### src/rtl/ci_pkg.sv
`default_nettype none
// ----------------------------------------------------------------------------
// ci_pkg : shared widths and route-entry type for the custom-instruction
//          dispatcher.          Revision 1.0
// ----------------------------------------------------------------------------
package ci_pkg;

  localparam int CI_FUNC_W = 10;
  localparam int CI_DATA_W = 32;

  typedef struct packed {
    logic       unmapped;
    logic [2:0] idx;
  } route_t;

endpackage : ci_pkg
`default_nettype wire

### src/rtl/ci_route_fifo.sv
`default_nettype none
// ----------------------------------------------------------------------------
// ci_route_fifo : synchronous FIFO of route entries, records issue order.
//                 Revision 1.0
// ----------------------------------------------------------------------------
module ci_route_fifo
  import ci_pkg::*;
#(
  parameter int DEPTH = 4
) (
  input  logic   clk,
  input  logic   reset,
  input  logic   push,
  input  route_t push_data,
  input  logic   pop,
  output route_t head,
  output logic   full,
  output logic   empty
);

  localparam int AW = $clog2(DEPTH);
  localparam logic [AW:0] C_DEPTH = (AW + 1)'(DEPTH);

  route_t        mem [DEPTH];
  logic [AW-1:0] wr_ptr;
  logic [AW-1:0] rd_ptr;
  logic [AW:0]   count;

  always_ff @(posedge clk) begin
    if (push) begin
      mem[wr_ptr] <= push_data;
    end
  end

  // Pointers wrap naturally because DEPTH is a power of two.
  always_ff @(posedge clk) begin
    if (reset) begin
      wr_ptr <= '0;
      rd_ptr <= '0;
      count  <= '0;
    end else begin
      if (push) wr_ptr <= wr_ptr + 1'b1;
      if (pop)  rd_ptr <= rd_ptr + 1'b1;
      case ({push, pop})
        2'b10:   count <= count + 1'b1;
        2'b01:   count <= count - 1'b1;
        default: count <= count;
      endcase
    end
  end

  assign head  = mem[rd_ptr];
  assign full  = (count == C_DEPTH);
  assign empty = (count == '0);

endmodule : ci_route_fifo
`default_nettype wire

### src/rtl/ci_dispatch.sv
`default_nettype none
// ----------------------------------------------------------------------------
// ci_dispatch : routes CPU custom instructions to accelerator slaves and
//               returns responses in issue order. Optional statistics
//               counters enabled by CI_DISPATCH_STATS_EN.   Revision 1.0
// ----------------------------------------------------------------------------
module ci_dispatch
  import ci_pkg::*;
#(
  parameter int          NUM_TARGETS  = 2,
  parameter int          SEL_LSB      = 7,
  parameter int          FIFO_DEPTH   = 4,
  parameter logic [31:0] UNMAPPED_RSP = 32'h0000_0000
) (
  input  logic                             clk,
  input  logic                             reset,
  input  logic                             cmd_valid,
  output logic                             cmd_ready,
  input  logic [CI_FUNC_W-1:0]             cmd_function_id,
  input  logic [CI_DATA_W-1:0]             cmd_inputs_0,
  input  logic [CI_DATA_W-1:0]             cmd_inputs_1,
  output logic                             rsp_valid,
  input  logic                             rsp_ready,
  output logic [CI_DATA_W-1:0]             rsp_outputs_0,
  output logic [NUM_TARGETS-1:0]           t_cmd_valid,
  input  logic [NUM_TARGETS-1:0]           t_cmd_ready,
  output logic [CI_FUNC_W-1:0]             t_cmd_function_id,
  output logic [CI_DATA_W-1:0]             t_cmd_inputs_0,
  output logic [CI_DATA_W-1:0]             t_cmd_inputs_1,
  input  logic [NUM_TARGETS-1:0]           t_rsp_valid,
  output logic [NUM_TARGETS-1:0]           t_rsp_ready,
  input  logic [CI_DATA_W*NUM_TARGETS-1:0] t_rsp_outputs_0
`ifdef CI_DISPATCH_STATS_EN
  ,
  output logic [31:0]                      stat_cmd_count,
  output logic [15:0]                      stat_unmapped_count,
  output logic [31:0]                      stat_stall_cycles
`endif
);

  localparam int SEL_W = CI_FUNC_W - SEL_LSB;

  logic [SEL_W-1:0] sel;
  logic             cmd_mapped;
  logic [2:0]       cmd_idx;
  logic             tgt_ready;
  logic             fifo_full;
  logic             fifo_empty;
  logic             push;
  logic             pop;
  route_t           push_data;
  route_t           head;

  assign sel               = cmd_function_id[CI_FUNC_W-1:SEL_LSB];
  assign t_cmd_function_id = cmd_function_id;
  assign t_cmd_inputs_0    = cmd_inputs_0;
  assign t_cmd_inputs_1    = cmd_inputs_1;

  always_comb begin
    cmd_mapped = 1'b0;
    cmd_idx    = '0;
    tgt_ready  = 1'b0;
    for (int k = 0; k < NUM_TARGETS; k++) begin
      if (int'(sel) == k) begin
        cmd_mapped = 1'b1;
        cmd_idx    = 3'(k);
        tgt_ready  = t_cmd_ready[k];
      end
    end
  end

  // A full FIFO refuses commands even when a pop happens this cycle.
  always_comb begin
    cmd_ready   = !reset && !fifo_full && (cmd_mapped ? tgt_ready : 1'b1);
    t_cmd_valid = '0;
    for (int k = 0; k < NUM_TARGETS; k++) begin
      t_cmd_valid[k] = !reset && cmd_valid && !fifo_full && cmd_mapped
                       && (cmd_idx == 3'(k));
    end
  end

  assign push      = cmd_valid && cmd_ready;
  assign push_data = '{unmapped: !cmd_mapped, idx: cmd_idx};

  ci_route_fifo #(
    .DEPTH (FIFO_DEPTH)
  ) u_route_fifo (
    .clk       (clk),
    .reset     (reset),
    .push      (push),
    .push_data (push_data),
    .pop       (pop),
    .head      (head),
    .full      (fifo_full),
    .empty     (fifo_empty)
  );

  // Only the head target sees rsp_ready; early responders elsewhere stall.
  always_comb begin
    rsp_valid     = 1'b0;
    rsp_outputs_0 = '0;
    t_rsp_ready   = '0;
    if (!reset && !fifo_empty) begin
      if (head.unmapped) begin
        rsp_valid     = 1'b1;
        rsp_outputs_0 = UNMAPPED_RSP;
      end else begin
        for (int k = 0; k < NUM_TARGETS; k++) begin
          if (head.idx == 3'(k)) begin
            rsp_valid      = t_rsp_valid[k];
            t_rsp_ready[k] = rsp_ready;
            if (t_rsp_valid[k]) begin
              rsp_outputs_0 = t_rsp_outputs_0[CI_DATA_W*k +: CI_DATA_W];
            end
          end
        end
      end
    end
  end

  assign pop = rsp_valid && rsp_ready;

`ifdef CI_DISPATCH_STATS_EN
  always_ff @(posedge clk) begin
    if (reset) begin
      stat_cmd_count      <= '0;
      stat_unmapped_count <= '0;
      stat_stall_cycles   <= '0;
    end else begin
      if (push && (stat_cmd_count != '1)) begin
        stat_cmd_count <= stat_cmd_count + 1'b1;
      end
      if (push && !cmd_mapped && (stat_unmapped_count != '1)) begin
        stat_unmapped_count <= stat_unmapped_count + 1'b1;
      end
      if (cmd_valid && !cmd_ready && (stat_stall_cycles != '1)) begin
        stat_stall_cycles <= stat_stall_cycles + 1'b1;
      end
    end
  end
`endif

endmodule : ci_dispatch
`default_nettype wire
### config.mk
export PLATFORM = sky130hd
export DESIGN_NAME = ci_dispatch
export DESIGN_NICKNAME = d
export VERILOG_FILES = /design/src/rtl/ci_pkg.sv /design/src/rtl/ci_route_fifo.sv /design/src/rtl/ci_dispatch.sv
export SDC_FILE = /design/constraint.sdc
export NUM_CORES = 1
export LEC_CHECK = 0
export ABC_AREA = 1
export BUFFER_PORTS_ARGS = -buffer_cell sky130_fd_sc_hd__buf_2
export CAP_MARGIN = 20
export CELL_PAD_IN_SITES_DETAIL_PLACEMENT = 0
export CELL_PAD_IN_SITES_GLOBAL_PLACEMENT = 1
export CORE_MARGIN = 10
export CORE_UTILIZATION = 19
export DETAILED_ROUTE_END_ITERATION = 6
export PLACE_DENSITY = 0.8
export SLEW_MARGIN = 20
export SYNTH_ARGS = -nofsm -noshare
export SYNTH_HDL_FRONTEND = slang
export SYNTH_SLANG_ARGS = --single-unit
export TNS_END_PERCENT = 10
### constraint.sdc
create_clock -name clk -period 2.8 [get_ports clk]
set_input_delay 0.42 -clock clk [delete_from_list [all_inputs] [get_ports clk]]
set_output_delay 0.42 -clock clk [all_outputs]
set_load 0.02 [all_outputs]
; Word-level counts from Yosys, hierarchy flattened
; Memory sizes are Yosys's and may differ from the RTL's. A register that Yosys moved wholly into a read port is not among the register bits.
; Cells that the tools add are included.
[op_classes]
n_reduce_logical = 19
mux = 25
n_eq_ne = 6
multipliers = 0
order_cmp = 0
shift = 0
add_sub_neg = 4
div_mod_pow = 0
bitwise_logic = 0
[op_table]
columns = op, n
row1 = 32-bit 2-to-1 mux, 6
row2 = 1-bit 2-to-1 mux, 14
row3 = 3-bit zero test, 4
row4 = 1-bit logical AND, 10
row5 = 2-bit 2-to-1 mux, 4
row6 = 3-bit by 1-bit equality test with 1-bit output (second input constant), 2
row7 = 3-bit case mux with 2 select lines, 1
row8 = 2-bit by 1-bit adder with 2-bit output (second input constant), 2
row9 = 1-bit zero test, 4
row10 = 3-bit by 1-bit adder with 3-bit output (second input constant), 1
row11 = 3-bit by 2-bit equality test with 1-bit output (second input constant), 1
row12 = 3-bit equality test (second input constant), 1
row13 = 3-bit by 1-bit subtractor with 3-bit output (second input constant), 1
row14 = 2-bit by 1-bit equality test with 1-bit output (second input constant), 1
row15 = 2-bit equality test (second input constant), 1
row16 = 2-bit nonzero test, 1
[totals]
regBits = 7
latchBits = 0
memories = 1
ramBits = 8
word_cells = 58
out_inout_bits = 112
romBits = 0
[memory_table]
columns = memory, depth, word_bits, rd, rd_clocked_by_memory_dff, write_ports, line_no
row1 = u_route_fifo.mem, 4, 2, 1, 1, 1, ci_route_fifo.sv:24  ; route_t mem [DEPTH];

; Longest topological paths before layout
; Gate-level depths: netlist (run 1).
[depth]
depth_word = 8
depth_mapped = 15
ltp_nobuf = 15

; Modules after synthesis
; A second synthesis (run 1) with hierarchy kept.
[hier_totals]
hier_cells = 315
hier_area_um2 = 2322.2
[modules_own_cells]
columns = mod, instances, area_per_inst_um2, cells_per_inst
row1 = ci_dispatch, 1, 1275.0, 219
row2 = ci_route_fifo, 1, 1047.3, 96

; Worst setup path after synthesis (run 1)
; Ideal clock, no wire load.
[synth_path]
kind = flip-flop to flip-flop
start = reg with a tool-made name
end = reg u_route_fifo.count[2]
period_less_slack_ns = 2.007
stages_incl_launch_ff = 16
arrival_time_ns = 1.885
setup_slack_ns = 0.793
n_path_buf = 0
path_cell_list = dfxtp_1 > inv_2 > nand2_1 > nand3_2 > nand2_4 > nand2_4 > nand3_4 > nand2_2 > inv_2 > ha_1 > inv_1 > fa_1 > a21oi_1 > o21ai_0 > o21ai_0 > a21oi_1
[synth_lines]
columns = element, line_no
row1 = "end signal, assigned", ci_route_fifo.sv:45  ; 2'b10: count <= count + 1'b1;
row2 = "end signal, assigned", ci_route_fifo.sv:46  ; 2'b01: count <= count - 1'b1;
row3 = "end signal, assigned", ci_route_fifo.sv:47  ; default: count <= count;
row4 = "end, declared", ci_route_fifo.sv:27  ; logic [AW:0] count;

==> impl_metrics.tcl, run 1 <==
set metrics [dict create \
    status "complete, no violations" \
    gp_congestion 0.7534 \
    htree_levels 1 \
    ir_worst_vdd_uv 131.9 \
    grt_setup_unrepaired "no" \
    syn-instance-count 255 \
    startpoint_type "flop" \
    cts_setup_buffers 0 \
    synth_top_area_share 0.2884 \
    hold_class "in -> reg" \
    nets 442 \
    max_stage_delay_ns 0.43 \
    yosys-top-cells-area "buf_4 29%, a32oi_1 14%, edfxtp_1 12%" \
    num_vias 1843 \
    hpwl_um 5581 \
    layout_min_cycle_time_ns 2.304 \
    die_h_um 122.0 \
    crit_fanout 32 \
    rows 37 \
    max_freq_mhz 434.1 \
    core_region_area_mm2 0.01023 \
    cts-buffers-inserted 3 \
    crit_arrival_ns 1.88 \
    clkTransAtPathRegs_ns 0.07 \
    grt_pass1_vias 1691 \
    cp.required_ns 2.38 \
    dieWidth_um 122.0 \
    area_delta_synth_final_pct 7.274 \
    cts_resized 0 \
    hold_viol_final 0 \
    antennaDiodeCount 0 \
    grt.overflow.total 0 \
    drt_pre_antenna_iters 4 \
    p_leak_nw 1.001 \
    synth_edf_count 8 \
    grt_max_degree 35 \
    tns_ns 0 \
    cts_buffer_depth 2 \
    hold_buffers 0 \
    crit_family "buffers and inverters" \
    initial_core_util 0.1933 \
    drc 0 \
    slew_headroom 0.5844 \
    drv_cap 0 \
    cp_slowest_cell "inv_2" \
    syn-num-nets 407 \
    synth_seq_cells 17 \
    worstHoldStart "reset" \
    grt_pass1_wl_um 9328 \
    cts.sinks 17 \
    fin_hold_ws_ns 0.3750 \
    layout_commonest_cell "buf_2" \
    cts_root_buf "clkbuf_8" \
    clock_latency_ns 0.25 \
    critPathMostFrequentCell "nand3_2" \
    clock_skew_ns 0.003569 \
    worstPathBufferInverterCount 2 \
    drtAntennaViolNets 0 \
    grtUsageTotal 0.07589 \
    synth_cell_types 26 \
    ys_seq_area_frac 0.2125 \
    endpoint_kind "output port" \
    post-route-period-util 0.8228 \
    worst_slew_pin_slew_ns 0.6211 \
    ys_warn_count 0 \
    crit_chain "nand2_1 -> nand3_2 -> nand3_2 -> inv_2 -> a32oi_1 -> nor2_1 -> buf_2" \
    dieArea_mm2 0.01489 \
    ios 258 \
    powerDensity_mw_per_mm2 334.5 \
    drt-total-wl_um 6690 \
    synth_flop_cell "dfxtp_1" \
    syn_area_mm2 0.001978 \
    port_buffers 115 \
    setup_viol 0 \
    antenna_found_initial 0 \
    post_drt_wl_per_cell_um 15.74 \
    viasPerCell 4.336 \
    drive_above_1_share 0.4637 \
    final_cell_mix "115 x buf_2, 42 x nor2_1, 32 x a32oi_1, 18 x inv_1, 14 x nand2_1" \
    slew_viol_final 0 \
    drt_iter0_markers 81 \
    cts_tree "done" \
    synth_top_area_cell "buf_4" \
    avgSynthCellArea_um2 7.757 \
    critical_path_class "reg -> out" \
    synthArstFlopShare 0 \
]
## final cells by class
cell class | instances | area (um^2)
clock inverter | 1 | 7.507
clock buffer | 3 | 41.29
multi-input combinational | 130 | 813.3
timing repair buffer | 117 | 590.6
sequential | 17 | 420.4
inverter | 21 | 78.83
fill | 1151 | 8109
tap | 136 | 170.2
## cells by family (layout without fill, tap and decap cells)
group,Yosys count,after routing,share of synthesized area
XOR/XNOR,1,1,0.004428
flip-flops,17,17,0.2125
AO/OA/AOI/OAI,47,47,0.1815
buffers and inverters,108,142,0.3763
AND/OR/NAND/NOR,76,76,0.1834
adder cells (fa/ha/maj),6,6,0.04175
## worst register-to-register path, delay by kind of cell (launching register included)
kind / cells / cell delay, ns
AO/OA/AOI/OAI: 4 / 0.47
adder cells (fa/ha/maj): 2 / 0.50
buffers and inverters: 3 / 0.21
flip-flops: 1 / 0.40
AND/OR/NAND/NOR: 6 / 0.44
## cells in the mapped netlist (all sizes together) (3+ instances only)
cell type and count:
ha 5, nor3 3, clkbuf 3, a32oi 32
inv 21, edfxtp 8, buf 84, o21ai 6
a21oi 7, nand3 10, nor2 42, nand2 19
dfxtp 9
## power breakdown
part,switching [mW],internal (mW),leakage [nW]
clock,0.0825,0.0999,0.0217
combinational,0.151,0.0960,0.834
sequential,0.00854,0.271,0.146
total,0.242,0.467,1.00
## routing by layer
metal	up-vias	GRT usage	part of all wire
met5	-	0	0
met4	0	0.03353	0.036
met3	28	0.05504	0.16
met2	134	0.1194	0.46
met1	816	0.07470	0.34
li1	865	-	-
## through the flow
step / setup slack, ns / cells / cell area (um^2) / util / power, mW
2_1_floorplan: 0.7927 / 255 / 1978 / - / 0.5998
3_3_place_gp: 0.5513 / 421 / 2073 / 0.2026 / 0.5273
3_5_place_dp: 0.4927 / 421 / 2073 / 0.2026 / 0.5342
4_1_cts: 0.4292 / 425 / 2122 / 0.2074 / 0.7176
5_1_grt: 0.2760 / 425 / 2122 / 0.2074 / 0.7570
6_report: 0.4962 / 425 / 2122 / 0.2074 / 0.7098
## worst paths after layout
path	end	slack, ns	cells after the start
worst max-delay path	rsp_outputs_0[12]	0.50	7
worst min-delay path	u_route_fifo.rd_ptr[1]	0.37	2
worst max register to register	u_route_fifo.count[2]	0.67	15
worst min register to register	u_route_fifo.count[0]	0.49	1
No activity file was read; power rests on OpenSTA's default activity.
==> run 2: changes to the inputs <==
--- a/config.mk
+++ b/config.mk
@@ -5,7 +5,7 @@
 export SDC_FILE = /design/constraint.sdc
 export NUM_CORES = 1
 export LEC_CHECK = 0
-export ABC_AREA = 1
+export ABC_AREA = 0
 export BUFFER_PORTS_ARGS = -buffer_cell sky130_fd_sc_hd__buf_2
 export CAP_MARGIN = 20
 export CELL_PAD_IN_SITES_DETAIL_PLACEMENT = 0
@@ -13,7 +13,7 @@
 export CORE_MARGIN = 10
 export CORE_UTILIZATION = 19
 export DETAILED_ROUTE_END_ITERATION = 6
-export PLACE_DENSITY = 0.8
+export PLACE_DENSITY = 0.82
 export SLEW_MARGIN = 20
 export SYNTH_ARGS = -nofsm -noshare
 export SYNTH_HDL_FRONTEND = slang
==> constraint.sdc (replaced) <==
create_clock -name clk -period 2.4 [get_ports clk]
set_input_delay 0.36 -clock clk [delete_from_list [all_inputs] [get_ports clk]]
set_output_delay 0.36 -clock clk [all_outputs]
set_load 0.02 [all_outputs]
==> run 2 against run 1 <==
  * The run now ends with negative setup slack left
  * Sequential power rose by 19%
  * Wire length rose by 0.88%
  * Register-to-register slack got worse by 0.83 ns
  * Critical path depth rose by 3
  * Final area rose by 10%
  * Synthesized area fell by 5.2%
  * Sequential share of layout area fell by 1.7 points
==> impl_metrics.tcl, run 2 <==
set metrics [dict create \
    ys_warn_count 0 \
    grt_util_met3 0.03826 \
    combPwrFrac 0.386 \
    powerDensity_mw_per_mm2 383.8 \
    layout_commonest_cell "buf_2" \
    power_frac_seq 0.372 \
    clock_latency_ns 0.25 \
    grt_max_degree 36 \
    worst_slew_pin_slew_ns 0.3974 \
    slew_headroom 0.7317 \
    port_buffers 115 \
    status "finished, violations left" \
    yosys-top-cells-area "buf_4 30%, a22oi_1 13%, edfxtp_1 13%" \
    clkPwrFrac 0.243 \
    syn_area_mm2 0.001876 \
    yosys-top-cells-count "74 x buf_4, 40 x nor2_1, 32 x a22oi_1" \
    final_cell_mix "82 x buf_2, 39 x buf_4, 32 x a22oi_1, 29 x nor2_1" \
    instances_no_fill 411 \
    nets 431 \
    met1_usage 0.08633 \
    drc 0 \
    cts_tree "done" \
    power_switching_mw 0.2967 \
    yosysMostFrequentCell "buf_4" \
    viasPerCell 4.341 \
    core_region_area_mm2 0.009684 \
    post_drt_wl_per_cell_um 16.42 \
    drive_above_1_share 0.5576 \
    synth_top_area_share 0.2962 \
    grtUsageTotal 0.08577 \
    slew_viol_final 0 \
    final_area_mm2 0.002333 \
    synth_seq_cells 17 \
    dieWidth_um 119.4 \
    max_stage_delay_ns 0.51 \
    clkTransAtPathRegs_ns 0.07 \
    rows 36 \
    ir_worst_vdd_uv 211.9 \
    num_vias 1784 \
    area_delta_synth_final_pct 24.42 \
    cp.required_ns 2.59 \
    grt_pass1_vias 1849 \
    htree_levels 1 \
    grt-busiest-layer "met2" \
    layout_min_cycle_time_ns 2.564 \
    ys_seq_area_frac 0.2241 \
    max_freq_mhz 390.0 \
    antennaDiodeCount 0 \
    setup_viol 35 \
    drt_iter0_markers 112 \
    post-route-period-util 1.068 \
    synth_cell_types 35 \
    cts_root_buf "clkbuf_8" \
    dp_cells 406 \
    clock_skew_ns 0.004197 \
    grt_pass1_wl_um 10050 \
    drt-total-wl_um 6749 \
    hold_viol_final 0 \
    dieArea_mm2 0.01425 \
    synthArstFlopShare 0 \
    initial_core_util 0.1937 \
    synth_flop_cell "dfxtp_1" \
    fin_ws_ns -0.1643 \
    grt_setup_unrepaired "yes" \
    critical_path_class "reg -> reg" \
    endpoint_kind "flop" \
    antenna_found_initial 0 \
    drv_cap 0 \
    post_dp_cell_area_mm2 0.002122 \
    crit_fanout 3 \
    synth_edf_count 8 \
    met2_usage 0.1504 \
    hold_class "reg -> reg" \
    cts.sinks 17 \
    p_leak_nw 1.042 \
    avgSynthCellArea_um2 8.084 \
    crit_arrival_ns 2.75 \
    drtAntennaViolNets 0 \
    hpwl_um 5632 \
    startpoint_type "flop" \
    crit_chain "mux4_2 -> and2b_2 -> o311ai_4 -> inv_1 -> ha_2 -> inv_1 -> fa_2 -> xor2_1 -> or3_1 -> a21oi_1" \
    cts_buffer_depth 2 \
    p_int_mw 0.5989 \
    grt.overflow.total 0 \
    tns_ns -2.274 \
    syn-num-nets 384 \
    p_sw_frac 0.3313 \
    gp_congestion 0.7371 \
    syn-instance-count 232 \
    cp_slowest_cell "mux4_2" \
    ios 258 \
    critPathMostFrequentCell "inv_1" \
    violations "negative setup slack" \
    die_h_um 119.4 \
    drt_pre_antenna_iters 4 \
    cts-buffers-inserted 3 \
    synth_top_area_cell "buf_4" \
]
==> run 2: cell types whose count changed after synthesis, moves of 4 or more <==
cell	change
a22oi_1	+32
a32oi_1	-32
nand2_1	-13
inv_1	-7
buf_6	-6
a21oi_1	-5
and2_1	+5
clkbuf_1	+5
nand3_1	-5
o21ai_0	-5
nand3_2	-4
==> run 2: worst paths after layout <==
kind              slack, ns                endpoint                    from  cells past startpoint
hold / removal         0.46  u_route_fifo.rd_ptr[1]  u_route_fifo.rd_ptr[1]                      1
hold reg to reg        0.46  u_route_fifo.rd_ptr[1]  u_route_fifo.rd_ptr[1]                      1
setup / recovery      -0.16   u_route_fifo.count[2]  u_route_fifo.mem[3][0]                     10
setup reg to reg      -0.16   u_route_fifo.count[2]  u_route_fifo.mem[3][0]                     10
==> run 2: logic make-up (layout without fill, tap and decap cells) <==
family,count (synthesis),count (layout),synth area share
AOI/OAI and AO/OA,43,43,0.1748
DFF,17,17,0.2241
muxes,5,5,0.04203
xor gates and xnor gates,3,3,0.01401
and+or+nand+nor,60,60,0.1501
adders and majority gates,6,6,0.04403
buffers and inverters,98,144,0.3509
==> run 2: power by group through the flow <==
| stage | logic (mW) | clock network, mW | registers [mW] |
|---|---|---|---|
| floorplan | 0.359 | 0 | 0.336 |
| global placement | 0.311 | 0 | 0.337 |
| detailed placement | 0.317 | 0 | 0.340 |
| CTS | 0.340 | 0.227 | 0.333 |
| global route | 0.378 | 0.241 | 0.335 |
| finish | 0.345 | 0.217 | 0.333 |
==> run 2: critical path: cells and delay by family, from the launching register on <==
kind	cells	cell delay [ns]
adders and majority gates	2	0.50
buffers and inverters	2	0.14
AOI/OAI and AO/OA	2	0.22
and+or+nand+nor	2	0.59
muxes	1	0.51
DFF	1	0.38
xor gates and xnor gates	1	0.16
==> run 2: metal layers <==
layer | wire length, um | part of all wire
met1 | 2399 | 0.36
met2 | 3376 | 0.50
met3 | 747 | 0.11
met4 | 226 | 0.033
met5 | 0 | 0
==> run 2: final cells by class <==
class	instances	area (um^2)
fillers	1067	7351
multi-input cells	117	849.6
repair buffers	129	805.8
flip-flops and latches	17	421.7
well taps	133	166.4
clock buffers	3	41.29
inverters	11	41.29
clock inverters	1	7.507
==> run 2: through the flow <==
stage / total power [mW] / hold WS (ns) / setup slack (ns) / util
4_1_cts: 0.9002 / 0.4674 / -0.1555 / 0.2379
3_5_place_dp: 0.6571 / 0.4582 / -0.1393 / 0.2191
6_report: 0.8956 / 0.4629 / -0.1643 / 0.2410
3_3_place_gp: 0.6481 / 0.4422 / -0.02673 / 0.2191
5_1_grt: 0.9538 / 0.5088 / -0.2830 / 0.2410
2_1_floorplan: 0.6946 / 0.4280 / -0.09270 / -
==> run 2: timing repair <==
| action | 4_1_cts | 5_1_grt |
|---|---|---|
| pin swaps | 1 | 0 |
| setup buffers | 1 | 0 |
| setup endpoints to repair | 37 | 37 |
| gates resized for setup | 47 | 11 |
| hold buffers | 0 | 0 |
==> run 3: changes to the inputs <==
--- a/config.mk
+++ b/config.mk
@@ -6,16 +6,18 @@
 export NUM_CORES = 1
 export LEC_CHECK = 0
 export ABC_AREA = 0
+export ABC_CLOCK_PERIOD_IN_PS = 2400
 export BUFFER_PORTS_ARGS = -buffer_cell sky130_fd_sc_hd__buf_2
 export CAP_MARGIN = 20
-export CELL_PAD_IN_SITES_DETAIL_PLACEMENT = 0
+export CELL_PAD_IN_SITES_DETAIL_PLACEMENT = 1
 export CELL_PAD_IN_SITES_GLOBAL_PLACEMENT = 1
 export CORE_MARGIN = 10
-export CORE_UTILIZATION = 19
+export CORE_UTILIZATION = 22
 export DETAILED_ROUTE_END_ITERATION = 6
-export PLACE_DENSITY = 0.82
+export PLACE_DENSITY = 0.81
 export SLEW_MARGIN = 20
 export SYNTH_ARGS = -nofsm -noshare
 export SYNTH_HDL_FRONTEND = slang
+export SYNTH_HIERARCHICAL = 1
 export SYNTH_SLANG_ARGS = --single-unit
 export TNS_END_PERCENT = 10
==> run 3 against run 2 <==
  * The flow still finishes with violations (negative setup slack)
  * Cell count is 6.8% higher
  * Count of clock-buffer cells in the layout grew 1
  * Utilization grew 4.2 points
  * Register-to-register slack worse by 0.14 ns
  * Power is 9.3% higher
  * Sequential share of layout area rose by 5.0 points
  * Critical path type unchanged
  * Critical endpoint is now u_route_fifo/count[2]
  * Largest power group is now registers
  * Highest routed layer unchanged
==> impl_metrics.tcl, run 3 <==
set metrics [dict create \
    p_sw_frac 0.2673 \
    p_int_mw 0.7169 \
    dpl_worst_slack_ns -0.4549 \
    clkPwrFrac 0.247 \
    r2r_setup_slack_ns -0.31 \
    port_buffers 115 \
    yosysMostFrequentCell "buf_4" \
    syn_area_mm2 0.002278 \
    dp_cells 428 \
    instances_no_fill 439 \
    grt_pass1_wl_um 10730 \
    slew_headroom 0.6109 \
    htree_levels 1 \
    rows 37 \
    hold_viol_final 0 \
    ys_seq_area_frac 0.2900 \
    num_vias 1911 \
    cts_buffer_depth 2 \
    cts_tree "done" \
    worst_slew_pin_slew_ns 0.5792 \
    startpoint_type "flop" \
    dieArea_mm2 0.01483 \
    endpoint_kind "flop" \
    met2_usage 0.1326 \
    post_drt_wl_per_cell_um 18.28 \
    drive_above_1_share 0.6106 \
    clkTransAtPathRegs_ns 0.08 \
    synthArstFlopShare 0 \
    post-route-period-util 1.129 \
    dieWidth_um 121.8 \
    hpwl_um 6245 \
    syn-instance-count 241 \
    layout_commonest_cell "buf_2" \
    final_cell_mix "81 x buf_2, 38 x buf_4, 32 x nor2_1, 18 x a22oi_1, 16 x edfxtp_1" \
    powerDensity_mw_per_mm2 339.1 \
    cts.sinks 25 \
    max_freq_mhz 369.2 \
    viasPerCell 4.353 \
    top_register "u_route_fifo/mem" \
    synth_top_area_share 0.2471 \
    crit_fanout 4 \
    setup_viol 34 \
    ys_warn_count 6 \
    hold_class "in -> reg" \
    biggestRegsByFlops "u_route_fifo/mem (16), u_route_fifo/count (3)" \
    tns_ns -7.277 \
    fillCellCount 1214 \
    ir_worst_vdd_uv 179.4 \
    power_frac_seq 0.489 \
    fin_ws_ns -0.3087 \
    antenna_found_initial 0 \
    final_area_mm2 0.002885 \
    status "finished, violations left" \
    clock_skew_ns 0.002425 \
    violations "negative setup slack" \
    synth_edf_count 16 \
    antennaDiodeCount 0 \
    grt_max_degree 33 \
    synth_top_area_cell "buf_4" \
    combPwrFrac 0.265 \
    power_mw 0.9785 \
    initial_core_util 0.2237 \
    drt_iter0_markers 84 \
    crit_arrival_ns 2.91 \
    nets 456 \
    layout_min_cycle_time_ns 2.709 \
    gp_congestion 0.8671 \
    met1_usage 0.1034 \
    grt.overflow.total 0 \
    drv_cap 0 \
    synth_cell_types 34 \
    clock_latency_ns 0.26 \
    grtUsageTotal 0.09018 \
    cts-buffers-inserted 3 \
    cp.required_ns 2.60 \
    drt_pre_antenna_iters 4 \
    drt-total-wl_um 8027 \
    multi_input_area_um2 998.5 \
    grt_setup_unrepaired "yes" \
    largest_register_ffs 16 \
    ff_latch_area_um2 664.4 \
    hold_buffers 0 \
    p_leak_nw 1.162 \
    synth_seq_cells 25 \
    core_region_area_mm2 0.01018 \
    critical_path_class "reg -> reg" \
    drc 0 \
    ios 258 \
    area_delta_synth_final_pct 26.63 \
    yosys-top-cells-area "buf_4 25%, edfxtp_1 21%, dfxtp_1 7.9%" \
    cts_root_buf "clkbuf_8" \
    grt_pass1_vias 1968 \
    avgSynthCellArea_um2 9.454 \
    power_switching_mw 0.2616 \
    drtAntennaViolNets 0 \
    grt-busiest-layer "met2" \
    synth_flop_cell "edfxtp_1" \
    die_h_um 121.8 \
    post_dp_cell_area_mm2 0.002546 \
    grt_util_met3 0.06198 \
    slew_viol_final 0 \
    yosys-top-cells-count "75 x buf_4, 34 x nor2_1, 20 x a22oi_1" \
]
run 3: cell count changes in the layout (fill, tap and decap cells not counted), sizes merged, moves of 3 or more:
cell / before / now
edfxtp: 8 / 16
nor2: 40 / 44
and2: 7 / 4
nor3: 2 / 7
clkbuf: 3 / 8
buf: 129 / 134
inv: 11 / 8
conb: 0 / 8
run 3: metrics by stage:
step,util,hold WS (ns)
6_report,0.2833,0.3757
3_3_place_gp,0.2500,0.4858
5_1_grt,0.2833,0.3772
3_5_place_dp,0.2500,0.5068
4_1_cts,0.2674,0.3753
2_1_floorplan,-,0.4711
run 3: logic make-up after synthesis:
group,after synthesis,share of synthesized area
other cells,1,0.001646
mux,6,0.05217
compound gates,37,0.1439
simple gates,66,0.1483
buf+inv,95,0.3086
xor+xnor,5,0.01922
flops,25,0.2899
fa+ha+maj,6,0.03624
run 3: path summary, 6_finish.rpt:
| check | start | endpoint | depth (start not counted) |
|---|---|---|---|
| min | reset | u_route_fifo/wr_ptr[0] | 2 |
| max | flop | u_route_fifo/count[2] | 10 |
| max reg2reg | flop | u_route_fifo/count[2] | 10 |
| min reg2reg | u_route_fifo/count[2] | u_route_fifo/count[2] | 2 |
run 3: final cells by class:
class | instances | area share
multi-input cells | 128 | 0.3461
repair buffers | 138 | 0.3387
flip-flops and latches | 25 | 0.2303
well taps | 136 | 0.05898
clock buffers | 4 | 0.01561
inverters | 8 | 0.01041
run 3: per-layer routing:
layer	wire length, um	vias up
li1	-	864
met4	47	0
met1	3365	874
met2	3436	169
met5	0	-
met3	1178	4
run 3: power groups by stage:
stage	clock network [mW]	registers [mW]	logic [mW]
3_3_place_gp	0	0.487	0.224
3_5_place_dp	0	0.489	0.234
2_1_floorplan	0	0.486	0.301
5_1_grt	0.269	0.481	0.285
6_report	0.241	0.478	0.259
4_1_cts	0.252	0.479	0.242
run 3: repair_timing:
item / CTS / global route
pin swaps: 2 / 8
cloned: 0 / 4
endpoints found under the setup margin: 37 / 37
gates resized for setup: 42 / 16
buffers inserted: 2 / 1
run 3: worst max-delay path, cell delays in order (launching register included):
cell     delay (ns)
dfxtp_4        0.38
mux4_2         0.52
mux2_4         0.22
a21oi_2        0.07
nor4b_4        0.27
ha_2           0.24
inv_2          0.04
fa_2           0.32
xor2_1         0.15
or3_1          0.32
a21oi_2        0.11
